==> config.mk <==
export PLATFORM = sky130hd
export DESIGN_NAME = mem_stall_controller_flat
export DESIGN_NICKNAME = d
export VERILOG_FILES = /design/src/rtl/mem_stall_controller_pkg.sv /design/src/rtl/mem_stall_controller_if.sv /design/src/rtl/mem_stall_controller_timeout.sv /design/src/rtl/mem_stall_controller.sv /design/src/flat_wrapper.sv
export SDC_FILE = /design/constraint.sdc
export NUM_CORES = 1
export LEC_CHECK = 0
export BUFFER_PORTS_ARGS = -buffer_cell sky130_fd_sc_hd__buf_2
export CAP_MARGIN = 20
export CORE_MARGIN = 4
export CORE_UTILIZATION = 45
export CTS_BUF_LIST = sky130_fd_sc_hd__clkbuf_2 sky130_fd_sc_hd__clkbuf_4 sky130_fd_sc_hd__clkbuf_8
export DETAILED_ROUTE_END_ITERATION = 7
export MAX_ROUTING_LAYER = met4
export PLACE_DENSITY = 0.83
export SLEW_MARGIN = 20
export SYNTH_ARGS = -nofsm -noshare
export SYNTH_HDL_FRONTEND = slang
export SYNTH_SLANG_ARGS = --single-unit
==> constraint.sdc <==
create_clock -name clk -period 4.28 [get_ports clk]
set_input_delay 0.214 -clock clk [delete_from_list [all_inputs] [get_ports clk]]
set_output_delay 0.214 -clock clk [all_outputs]
set_load 0.02 [all_outputs]
==> src/rtl/mem_stall_controller_pkg.sv <==
// Shared definitions for the MEM-stage data-memory stall controller:
// FSM state encoding and default bus widths.
package mem_stall_controller_pkg;

    localparam int DATA_W_DEF      = 16;
    localparam int ADDR_W_DEF      = 16;
    localparam int TIMEOUT_CYC_DEF = 64;

    typedef enum logic [1:0] {
        ST_IDLE = 2'd0,
        ST_REQ  = 2'd1,
        ST_WAIT = 2'd2,
        ST_DONE = 2'd3
    } state_t;

    // An EX/MEM instruction needs the data memory if it reads or writes.
    function automatic logic is_access(input logic rd, input logic wr);
        return rd | wr;
    endfunction

endpackage

==> src/rtl/mem_stall_controller_if.sv <==
// Data-memory request/response bus between the stall controller (master)
// and the variable-latency data memory (slave).
interface mem_stall_controller_if
    import mem_stall_controller_pkg::*;
#(
    parameter int DATA_W = DATA_W_DEF,
    parameter int ADDR_W = ADDR_W_DEF
);

    // Handshake: the master raises dmem_req_valid with we/addr/wdata and holds
    // all of them stable until the cycle it samples dmem_req_ready high; that
    // cycle is the single transfer. dmem_rsp_valid is a one-cycle pulse (read
    // data or write ack) that the master only honours while waiting for it.
    logic              dmem_req_valid;
    logic              dmem_req_ready;
    logic              dmem_req_we;
    logic [ADDR_W-1:0] dmem_req_addr;
    logic [DATA_W-1:0] dmem_req_wdata;
    logic              dmem_rsp_valid;
    logic [DATA_W-1:0] dmem_rsp_data;

    modport master (
        output dmem_req_valid,
        output dmem_req_we,
        output dmem_req_addr,
        output dmem_req_wdata,
        input  dmem_req_ready,
        input  dmem_rsp_valid,
        input  dmem_rsp_data
    );

    modport slave (
        input  dmem_req_valid,
        input  dmem_req_we,
        input  dmem_req_addr,
        input  dmem_req_wdata,
        output dmem_req_ready,
        output dmem_rsp_valid,
        output dmem_rsp_data
    );

endinterface

==> src/rtl/mem_stall_controller_timeout.sv <==
// Saturating cycle counter used to abandon a data-memory access that never
// answers; expired is high once the count sits at TIMEOUT_CYC-1.
module mem_timeout_counter #(
    parameter int TIMEOUT_CYC = 64
) (
    input  logic clk,
    input  logic arst_n,
    input  logic clear,
    input  logic enable,
    output logic expired
);

    localparam int CNT_W = (TIMEOUT_CYC > 2) ? $clog2(TIMEOUT_CYC) : 1;
    localparam logic [CNT_W-1:0] LAST = CNT_W'(TIMEOUT_CYC - 1);

    logic [CNT_W-1:0] count;

    // Saturates at LAST so a stuck enable can never wrap back to a young count.
    always_ff @(posedge clk or negedge arst_n) begin
        if (!arst_n) begin
            count <= '0;
        end else if (clear) begin
            count <= '0;
        end else if (enable && (count != LAST)) begin
            count <= count + 1'b1;
        end
    end

    assign expired = (count == LAST);

endmodule

==> src/rtl/mem_stall_controller.sv <==
// MEM-stage data-memory access controller: issues one valid/ready request per
// load/store, freezes the pipeline until it completes, returns load data.
module mem_stall_controller
    import mem_stall_controller_pkg::*;
#(
    parameter int DATA_W      = DATA_W_DEF,
    parameter int ADDR_W      = ADDR_W_DEF,
    parameter int TIMEOUT_CYC = TIMEOUT_CYC_DEF
) (
    input  logic                   clk,
    input  logic                   arst_n,
    input  logic                   mem_read,
    input  logic                   mem_write,
    input  logic [ADDR_W-1:0]      addr,
    input  logic [DATA_W-1:0]      wdata,
    mem_stall_controller_if.master dmem,
    output logic                   pipe_stall,
    output logic [DATA_W-1:0]      rdata,
    output logic                   access_err,
    output state_t                 dbg_state
);

    state_t            state;
    state_t            state_nxt;

    logic              req_valid;
    logic              req_we;
    logic [ADDR_W-1:0] req_addr;
    logic [DATA_W-1:0] req_wdata;

    logic              capture;
    logic              accept;
    logic              rsp_take;
    logic              tmo_hit;
    logic              expired;

    mem_timeout_counter #(
        .TIMEOUT_CYC (TIMEOUT_CYC)
    ) u_timeout (
        .clk     (clk),
        .arst_n  (arst_n),
        .clear   (accept),
        .enable  (state == ST_WAIT),
        .expired (expired)
    );

    always_ff @(posedge clk or negedge arst_n) begin
        if (!arst_n) begin
            state <= ST_IDLE;
        end else begin
            state <= state_nxt;
        end
    end

    // pipe_stall is combinational in IDLE so the access instruction is frozen
    // in EX/MEM on its very first MEM cycle; DONE releases it for one cycle.
    always_comb begin
        state_nxt  = state;
        pipe_stall = 1'b0;
        capture    = 1'b0;
        accept     = 1'b0;
        rsp_take   = 1'b0;
        tmo_hit    = 1'b0;
        case (state)
            ST_IDLE: begin
                if (is_access(mem_read, mem_write)) begin
                    pipe_stall = 1'b1;
                    capture    = 1'b1;
                    state_nxt  = ST_REQ;
                end
            end
            ST_REQ: begin
                pipe_stall = 1'b1;
                if (dmem.dmem_req_ready) begin
                    accept    = 1'b1;
                    state_nxt = ST_WAIT;
                end
            end
            ST_WAIT: begin
                pipe_stall = 1'b1;
                if (dmem.dmem_rsp_valid) begin
                    rsp_take  = 1'b1;
                    state_nxt = ST_DONE;
                end else if (expired) begin
                    tmo_hit   = 1'b1;
                    state_nxt = ST_DONE;
                end
            end
            ST_DONE: begin
                state_nxt = ST_IDLE;
            end
            default: begin
                state_nxt = ST_IDLE;
            end
        endcase
    end

    // Request fields are latched once in IDLE and held until the next access,
    // so they cannot move while valid waits for ready. Read wins over write.
    always_ff @(posedge clk or negedge arst_n) begin
        if (!arst_n) begin
            req_valid <= 1'b0;
            req_we    <= 1'b0;
            req_addr  <= '0;
            req_wdata <= '0;
        end else if (capture) begin
            req_valid <= 1'b1;
            req_we    <= mem_write & ~mem_read;
            req_addr  <= addr;
            req_wdata <= wdata;
        end else if (accept) begin
            req_valid <= 1'b0;
        end
    end

    always_ff @(posedge clk or negedge arst_n) begin
        if (!arst_n) begin
            rdata      <= '0;
            access_err <= 1'b0;
        end else if (rsp_take) begin
            if (!req_we) begin
                rdata <= dmem.dmem_rsp_data;
            end
        end else if (tmo_hit) begin
            rdata      <= '0;
            access_err <= 1'b1;
        end
    end

    assign dmem.dmem_req_valid = req_valid;
    assign dmem.dmem_req_we    = req_we;
    assign dmem.dmem_req_addr  = req_addr;
    assign dmem.dmem_req_wdata = req_wdata;
    assign dbg_state           = state;

endmodule

==> src/flat_wrapper.sv <==
// flat-port wrapper written by rule: the top's interface ports become plain ports
module mem_stall_controller_flat import mem_stall_controller_pkg::*;
#(
    parameter int DATA_W      = DATA_W_DEF,
    parameter int ADDR_W      = ADDR_W_DEF,
    parameter int TIMEOUT_CYC = TIMEOUT_CYC_DEF
)
  (clk, arst_n, mem_read, mem_write, addr, wdata, pipe_stall, rdata, access_err, dbg_state, dmem_dmem_req_valid, dmem_dmem_req_we, dmem_dmem_req_addr, dmem_dmem_req_wdata, dmem_dmem_req_ready, dmem_dmem_rsp_valid, dmem_dmem_rsp_data);
  mem_stall_controller_if #(.DATA_W(DATA_W), .ADDR_W(ADDR_W)) dmem_i ();
  input  logic clk;
  input  logic arst_n;
  input  logic mem_read;
  input  logic mem_write;
  input  logic [ADDR_W-1:0] addr;
  input  logic [DATA_W-1:0] wdata;
  output logic pipe_stall;
  output logic [DATA_W-1:0] rdata;
  output logic access_err;
  output state_t dbg_state;
  output wire logic [$bits(dmem_i.dmem_req_valid)-1:0] dmem_dmem_req_valid;
  output wire logic [$bits(dmem_i.dmem_req_we)-1:0] dmem_dmem_req_we;
  output wire logic [$bits(dmem_i.dmem_req_addr)-1:0] dmem_dmem_req_addr;
  output wire logic [$bits(dmem_i.dmem_req_wdata)-1:0] dmem_dmem_req_wdata;
  input wire logic [$bits(dmem_i.dmem_req_ready)-1:0] dmem_dmem_req_ready;
  input wire logic [$bits(dmem_i.dmem_rsp_valid)-1:0] dmem_dmem_rsp_valid;
  input wire logic [$bits(dmem_i.dmem_rsp_data)-1:0] dmem_dmem_rsp_data;
  assign dmem_dmem_req_valid = dmem_i.dmem_req_valid;
  assign dmem_dmem_req_we = dmem_i.dmem_req_we;
  assign dmem_dmem_req_addr = dmem_i.dmem_req_addr;
  assign dmem_dmem_req_wdata = dmem_i.dmem_req_wdata;
  assign dmem_i.dmem_req_ready = dmem_dmem_req_ready;
  assign dmem_i.dmem_rsp_valid = dmem_dmem_rsp_valid;
  assign dmem_i.dmem_rsp_data = dmem_dmem_rsp_data;
  mem_stall_controller #(.DATA_W(DATA_W), .ADDR_W(ADDR_W), .TIMEOUT_CYC(TIMEOUT_CYC)) u_core (.clk(clk), .arst_n(arst_n), .mem_read(mem_read), .mem_write(mem_write), .addr(addr), .wdata(wdata), .dmem(dmem_i), .pipe_stall(pipe_stall), .rdata(rdata), .access_err(access_err), .dbg_state(dbg_state));
endmodule
Word level (Yosys, flattened, before mapping)
Cells that the tools add are included.
{"block": "classes", "addsub": 1, "n_eq_ne": 9, "muxes": 22, "n_bitwise": 4, "reduce_logical": 9}
{"cell": "2-to-1 mux 16 bit", "count": 3}
{"cell": "2-to-1 mux 6 bit", "count": 2}
{"cell": "2-to-1 mux 1 bit", "count": 11}
{"cell": "2-to-1 mux 2 bit", "count": 4}
{"cell": "case mux 2 bit (4 select lines)", "count": 1}
{"cell": "adder 6 x 1 -> 6 bit, second input constant", "count": 1}
{"cell": "equality test 6 bit, second input constant", "count": 1}
{"cell": "inequality test 6 bit, second input constant", "count": 1}
{"cell": "nonzero test 2 bit", "count": 3}
{"cell": "equality test 2 bit, second input constant", "count": 2}
{"cell": "inequality test 2 bit, second input constant", "count": 2}
{"cell": "AND reduction 2 bit", "count": 2}
{"cell": "inequality test 3 x 2 -> 1 bit, second input constant", "count": 1}
{"cell": "AND reduction 3 bit", "count": 1}
{"cell": "equality test 2 x 1 -> 1 bit, second input constant", "count": 1}
{"cell": "logical NOT 2 bit", "count": 1}
{"cell": "inequality test 2 x 1 -> 1 bit, second input constant", "count": 1}
{"cell": "inverter 1 bit", "count": 2}
{"cell": "case mux 1 bit (2 select lines)", "count": 1}
{"cell": "OR reduction 2 bit", "count": 1}
{"cell": "bitwise AND 1 bit", "count": 1}
{"cell": "logical AND 1 bit", "count": 1}
{"cell": "bitwise OR 1 bit", "count": 1}
{"block": "totals", "regBits": 59, "inputBits": 54, "out_inout_bits": 54, "wordCells": 53}

Depth between registers and ports, before layout
Gate-level depths: netlist (run 1).
{"block": "logic_depth", "depth_word": 6, "mapped_depth": 7, "mapped_depth_nobuf": 5}

Hierarchy
From an unflattened synthesis (run 1), not the netlist that was laid out.
{"block": "hier_totals", "cells_unflattened": 191, "hier_area_um2": 2677.6}
{"mod": "mem_stall_controller", "n_inst": 1, "cells_per_inst": 152, "area_each_um2": 2297.2, "seq_area_each_um2": 1326.3}
{"mod": "mem_timeout_counter", "n_inst": 1, "cells_per_inst": 39, "area_each_um2": 380.4, "seq_area_each_um2": 150.1}

Worst setup path after synthesis (run 1)
OpenSTA, ideal clock, no wires.
{"block": "synth_timing", "kind": "register -> register", "start": "register u_core.state[0] (netlist: u_core.dbg_state[0])", "end": "register u_core.rdata[5]", "setup_time_ns": 0.126, "t_arrival_ns": 1.765, "t_required_ns": 4.154, "path_slack_ns": 2.389, "path_stages_with_launch": 8, "path_buffers": 2, "period_less_slack_ns": 1.891, "path_cell_list": "dfrtp_1 -> inv_1 -> ha_1 -> nor2b_1 -> buf_6 -> buf_6 -> a22o_1 -> a221o_1"}
{"block": "synth_between", "elab_chain_cells": 4, "word_cells_on_any_way": 7, "classes_between": "eq/ne: 2; mux: 3; reduce/logical: 2"}
{"element": "from (decl)", "line_no": "mem_stall_controller.sv:23", "rtl": "state_t state;"}
{"element": "from (signal assigned)", "line_no": "mem_stall_controller.sv:51", "rtl": "state <= state_nxt;"}
{"element": "equality test 2 bit (*)", "line_no": "mem_stall_controller.sv:64", "rtl": "case (state)"}
{"element": "2-to-1 mux 1 bit", "line_no": "mem_stall_controller.sv:64"}
{"element": "inequality test 2 bit (no source line) / nonzero test 2 bit (equally long branches)"}
{"element": "AND reduction 2 bit (no source line)"}
{"element": "to (signal assigned)", "line_no": "mem_stall_controller.sv:122", "rtl": "rdata <= dmem.dmem_rsp_data;"}
{"element": "to (decl)", "line_no": "mem_stall_controller.sv:18", "rtl": "output logic [DATA_W-1:0] rdata,"}
Mark *: on every way between the ends. The rest lies on a longest branch, timed or not.
A chain may end at the register's enable or synchronous reset.

Worst setup path in the final report (run 1)
{"block": "layout_timing", "start": "register u_core.state[0] (netlist: u_core.dbg_state[0])", "end": "register u_core.rdata[1]"}
Same word-level chain as after synthesis.

==> impl_metrics.toml, run 1 <==
[die]
start_util_pct = 47.22
row_count = 28
die_h_um = 87.52
dieArea_sq_mm = 0.007659
io_pins = 108
dieWidth_um = 87.52
design.core.area_sq_mm = 0.006026

[placement]
gp_congestion = 0.7245
port_buffers = 107
dp_hpwl_um = 4409

[grt]
grt_pass1_vias = 2203
met3_usage_pct = 3.690
antenna_found_initial = 0
use_met1_pct = 22.39
grt_pass1_wl_um = 10330
grt_overflow = 0
grtUsageMet2_pct = 27.26
grt_usage_pct = 17.58
grt_busiest_layer = "met2"
grt_max_degree = 60

[worst_setup_path]
r2r_cells = 6
start_kind = "flop"
worst-path-max-fanout = 25
worstSetupEndpointType = "flop"
worstSetupStartpoint = "u_core.dbg_state[0]"
cp.arrival_ns = 2.29
cp_data_required_time_ns = 4.53
critical_path_class = "reg -> reg"
timing.rr.start = "u_core.dbg_state[0]"

[clock_network]
cts_resized = 0
clkTransAtPathRegs_ns = 0.07
h-tree-depth = 3
cts_sinks = 59
cts_buffer_depth = 2
cts_tree = "yes"
cts_hold_buf = 0
clkLatencyLatePin_ns = 0.32
postCtsSetupBuffers = 0
cts_made_buffers = 9
cts-root-buf = "clkbuf_8"

[yosys]
yosysSeqAreaShare_pct = 51.89
synth_warnings = 0
syn_area_per_cell_sq_um = 12.48
synth_area_leader_cell = "dfrtp_1"
synth_fp_nets = 288
ys_top_cells_by_area = "dfrtp_1 (52%), mux2_2 (13%), nor2b_1 (7.5%)"
syn_area_sq_mm = 0.002845
yosys_register_bits = 59
async_flop_share_pct = 100.0
synthCells = 228
synthDistinctLibCells = 38
synth_edf_count = 0
synth_top_area_share_pct = 51.89
synth_ff_type = "dfrtp_1"

[detailed_routing]
drt_wl_total_um = 6212
via_count = 2214
drt_iter0_markers = 96
firstDrtPassIters = 5
wl_per_cell_um = 15.00
ant_nets = 0
drc_errors = 0
via_per_inst = 5.348

[timing]
slew_viol_final = 0
finalHoldViolCount = 0
worstMarginPinSlew_ns = 0.7488
setup_viol = 0
fin_setup_tns_ns = 0
whs_ns = 0.04652
period_share_pct = 47.69
fin_crit_ns = 2.041
fin_skew_ns = 0.007799
rsz0062_at_grt = "no"
fmax_mhz = 489.9
timing.slew.headroom_pct = 50.08

[power]
leakage_nw = 1.651
ir_drop_mv = 0.4176
power_density_mw_per_mm2 = 770.6
p_total_mw = 2.765

[min_path]
hp-class = "in -> async"

[finish]
fin_nets = 394
drive_above_1_share_pct = 47.79
antenna_cells = 0
area_delta_synth_final_pct = 26.12

[run_status]
status = "completed"

[job]
drv_cap = 0
==> cell usage in the layout, fill, tap and decap left out, types with 5 or more instances in the layout <==
master | netlist | final
inv_1 | 5 | 5
a21oi_1 | 6 | 6
buf_2 | 4 | 107
a221o_1 | 16 | 16
nand2_1 | 6 | 6
mux2_2 | 32 | 32
ha_1 | 6 | 6
a22o_1 | 16 | 16
dfrtp_1 | 59 | 59
clkbuf_8 | 1 | 10
nor2b_1 | 34 | 33
==> synth_stat cells (3+ instances only) <==
library cell  number
dfrtp_1           59
nor2b_1           34
mux2_2            32
a221o_1           16
a22o_1            16
a21oi_1            6
ha_1               6
nand2_1            6
clkbuf_1           5
inv_1              5
buf_2              4
a31oi_1            3
buf_6              3
nand2b_1           3
==> cell type report <==
class | count | area [sq um]
repair buffers | 110 | 558.0
inverters | 5 | 18.77
multi-input cells | 149 | 1244
clock buffers | 11 | 145.1
clock inverters | 5 | 52.55
fillers | 523 | 2437
well taps | 75 | 93.84
flip-flops and latches | 59 | 1476
==> worst max-delay path, stage by stage (launching register included) <==
cell and delay [ns]:
dfrtp_1 0.43, inv_1 0.14, ha_1 0.17, buf_4 0.25, nor2b_2 0.60, a22o_1 0.24, a221o_1 0.14
==> cells by family after synthesis <==
logic type                 synth area share [%]
muxes                                     13.02
buffers and inverters                     4.485
adders and majority gates                 2.638
AOI/OAI and AO/OA                         15.30
DFF                                       51.89
and+or+nand+nor                           12.66
==> metal layers <==
| metal | vias to the layer above | routed length [um] |
|---|---|---|
| met3 | 10 | 419 |
| met4 | 0 | 114 |
| met1 | 1081 | 2696 |
| met5 | - | 0 |
| met2 | 75 | 2983 |
| li1 | 1048 | - |
==> through the flow <==
stage | cell area, sq um | instances | worst slack (ns) | utilization [%]
floorplan | 2845 | 228 | 2.389 | -
global placement | 3388 | 398 | 1.985 | 56.23
detailed placement | 3388 | 398 | 1.903 | 56.23
CTS | 3586 | 414 | 1.897 | 59.51
global route | 3588 | 414 | 2.032 | 59.55
finish | 3588 | 414 | 2.239 | 59.55
==> registers in the layout, summed over array words and instances, names as in the netlist <==
register,count
u_core.dbg_state,2
u_core.dmem.dmem_req_we,1
u_core.u_timeout.count,6
u_core.dmem.dmem_req_valid,1
u_core.rdata,16
u_core.access_err,1
u_core.dmem.dmem_req_wdata,16
u_core.dmem.dmem_req_addr,16
==> power by group <==
group	internal, mW	leakage, nW	switching, mW
Sequential	0.794	0.674	0.170
Combinational	0.596	0.875	0.702
Clock	0.288	0.103	0.215
Total	1.68	1.65	1.09
==> final timing paths <==
check                      slack [ns]                       endpoint
max in group asynchronous        3.74  u_core.dmem.dmem_req_addr[12]
hold / removal                   0.05     u_core.dmem.dmem_req_valid
hold reg to reg                  0.47              u_core.access_err
min in group clk                 0.09        u_core.dmem.dmem_req_we
setup / recovery                 2.24                u_core.rdata[1]
setup reg to reg                 2.24                u_core.rdata[1]
No activity file was read; power rests on OpenSTA's default activity.
==> run 2, diff against run 1 <==
- PLACE_DENSITY: 0.83 -> 0.86
- clock period: 4.28 -> 1.7 ns (I/O delays scaled with it)
==> impl_metrics.toml, run 2 (same netlist as run 1, synthesis figures left out) <==
[run_status]
status = "completed"

[die]
start_util_pct = 47.22
dieWidth_um = 87.52
row_count = 28
die_h_um = 87.52
design.core.area_sq_mm = 0.006026
dieArea_sq_mm = 0.007659
io_pins = 108

[power]
power_density_mw_per_mm2 = 1827
leakage_nw = 1.836
ir_drop_mv = 1.289

[worst_setup_path]
cp.arrival_ns = 1.54
worstSetupEndpointType = "primary output"
worst-path-max-fanout = 4
critical_path_class = "reg -> out"
timing.rr.end = "u_core.dbg_state[0]"
timing.rr.start = "u_core.dbg_state[1]"
cp_data_required_time_ns = 1.62
r2r_cells = 6
start_kind = "flop"
ff2ff_setup_slack_ns = 0.10

[detailed_routing]
drt_wl_total_um = 7312
via_per_inst = 5.303
ant_nets = 0
drt_iter0_markers = 159
drc_errors = 0
via_count = 2418
wl_per_cell_um = 16.04
firstDrtPassIters = 4

[placement]
port_buffers = 107
gp_congestion = 0.7713
dp_hpwl_um = 4623

[timing]
fin_skew_ns = 0.006839
setup_viol = 0
finalHoldViolCount = 0
timing.slew.headroom_pct = 64.05
fmax_mhz = 614.4
fin_crit_ns = 1.628
period_share_pct = 95.74
slew_viol_final = 0
fin_setup_tns_ns = 0
worstMarginPinSlew_ns = 0.5393

[clock_network]
cts_sinks = 59
cts_made_buffers = 9
cts_tree = "yes"
cts_buffer_depth = 2
cts-root-buf = "clkbuf_8"
clkTransAtPathRegs_ns = 0.06
h-tree-depth = 3
clkLatencyLatePin_ns = 0.33

[min_path]
hp-class = "in -> reg"
hold_depth = 2
min_to = "u_core.dmem.dmem_req_wdata[7]"
min-delay-start = "wdata[7]"

[grt]
grt_overflow = 0
grt_max_degree = 60
grt_pass1_wl_um = 11650
grt_pass1_vias = 2472
grt_usage_pct = 20.25
antenna_found_initial = 0

[finish]
mostFrequentLayoutCells = "buf_2 (106), dfrtp_1 (58), nor2b_1 (33), dlygate4sd3_1 (33), mux2_2 (32)"
final_common_cell = "buf_2"
nFillCells = 475
area_delta_synth_final_pct = 41.82
fin_nets = 436
post-route-util_pct = 66.96
drive_above_1_share_pct = 46.58

[job]
drv_cap = 0
-- run 2: changes by cell type in the layout (fill, tap and decap cells not counted), sizes merged --
cell	before	now
clkbuf	11	9
diode	0	1
dlygate4sd3	0	33
clkinv	3	4
buf	110	119
-- run 2: layout make-up --
cell class,instances,area (sq um),area share [%]
Antenna cell,1,2.502,0.06202
Clock buffer,9,123.9,3.070
Multi-Input combinational cell,149,1270,31.47
Inverter,5,18.77,0.4651
Tap cell,75,93.84,2.326
Sequential cell,59,1478,36.62
Timing Repair Buffer,152,991.0,24.56
Clock inverter,6,57.56,1.426
-- run 2: timing repair --
action | in CTS | in global routing
hold endpoints to repair | 91 | 0
resized for setup | 6 | 5
gates cloned | 0 | 0
hold buffers | 33 | 0
setup buffers | 2 | 1
setup endpoints to repair | 18 | 18
-- run 2: report_power, final --
part	internal [mW]	leakage [nW]	switching [mW]
clock	0.658	0.0946	0.559
sequential	2.00	0.673	0.377
combinational	1.79	1.07	1.99
-- run 2: critical path, cell delays in order (launching register included) --
cell	delay (ns)
dfrtp_1	0.38
buf_4	0.15
inv_2	0.07
ha_4	0.14
o21ai_2	0.08
buf_6	0.13
a21oi_2	0.14
buf_6	0.13
-- run 2: stage by stage --
step	total power [mW]	setup slack, ns	std cells	cell area (sq um)	hold WS, ns
2_1_floorplan	4.788	-0.01633	228	2849	-0.2106
3_3_place_gp	5.761	-0.2125	404	3462	0.1116
3_5_place_dp	5.933	-0.3253	404	3462	0.1155
4_1_cts	7.315	0.01615	454	4010	0.008515
5_1_grt	7.844	-0.005420	455	4033	0.004044
6_report	7.372	0.07240	456	4035	0.02347
-- run 2: how the worst max path moves through the flow --
stage	startpoint	endpoint	slack [ns]	cells past startpoint
2_1_floorplan	u_core.dbg_state[0]	u_core.rdata[5]	-0.02	7
3_3_place_gp	u_core.dbg_state[0]	u_core.rdata[7]	-0.21	5
3_5_place_dp	u_core.dbg_state[0]	u_core.rdata[9]	-0.33	5
4_1_cts	u_core.dbg_state[0]	u_core.rdata[9]	0.02	5
5_1_grt	u_core.dbg_state[0]	pipe_stall	-0.005	7
6_report	u_core.dbg_state[1]	pipe_stall	0.07	7
-- run 2: routing by layer --
| layer | up-vias | GRT usage [%] | routed length [um] |
|---|---|---|---|
| met5 | - | - | 0 |
| met4 | 0 | 10.18 | 149 |
| met3 | 15 | 3.879 | 396 |
| met2 | 88 | 33.84 | 3898 |
| met1 | 1183 | 23.09 | 2867 |
| li1 | 1132 | - | - |
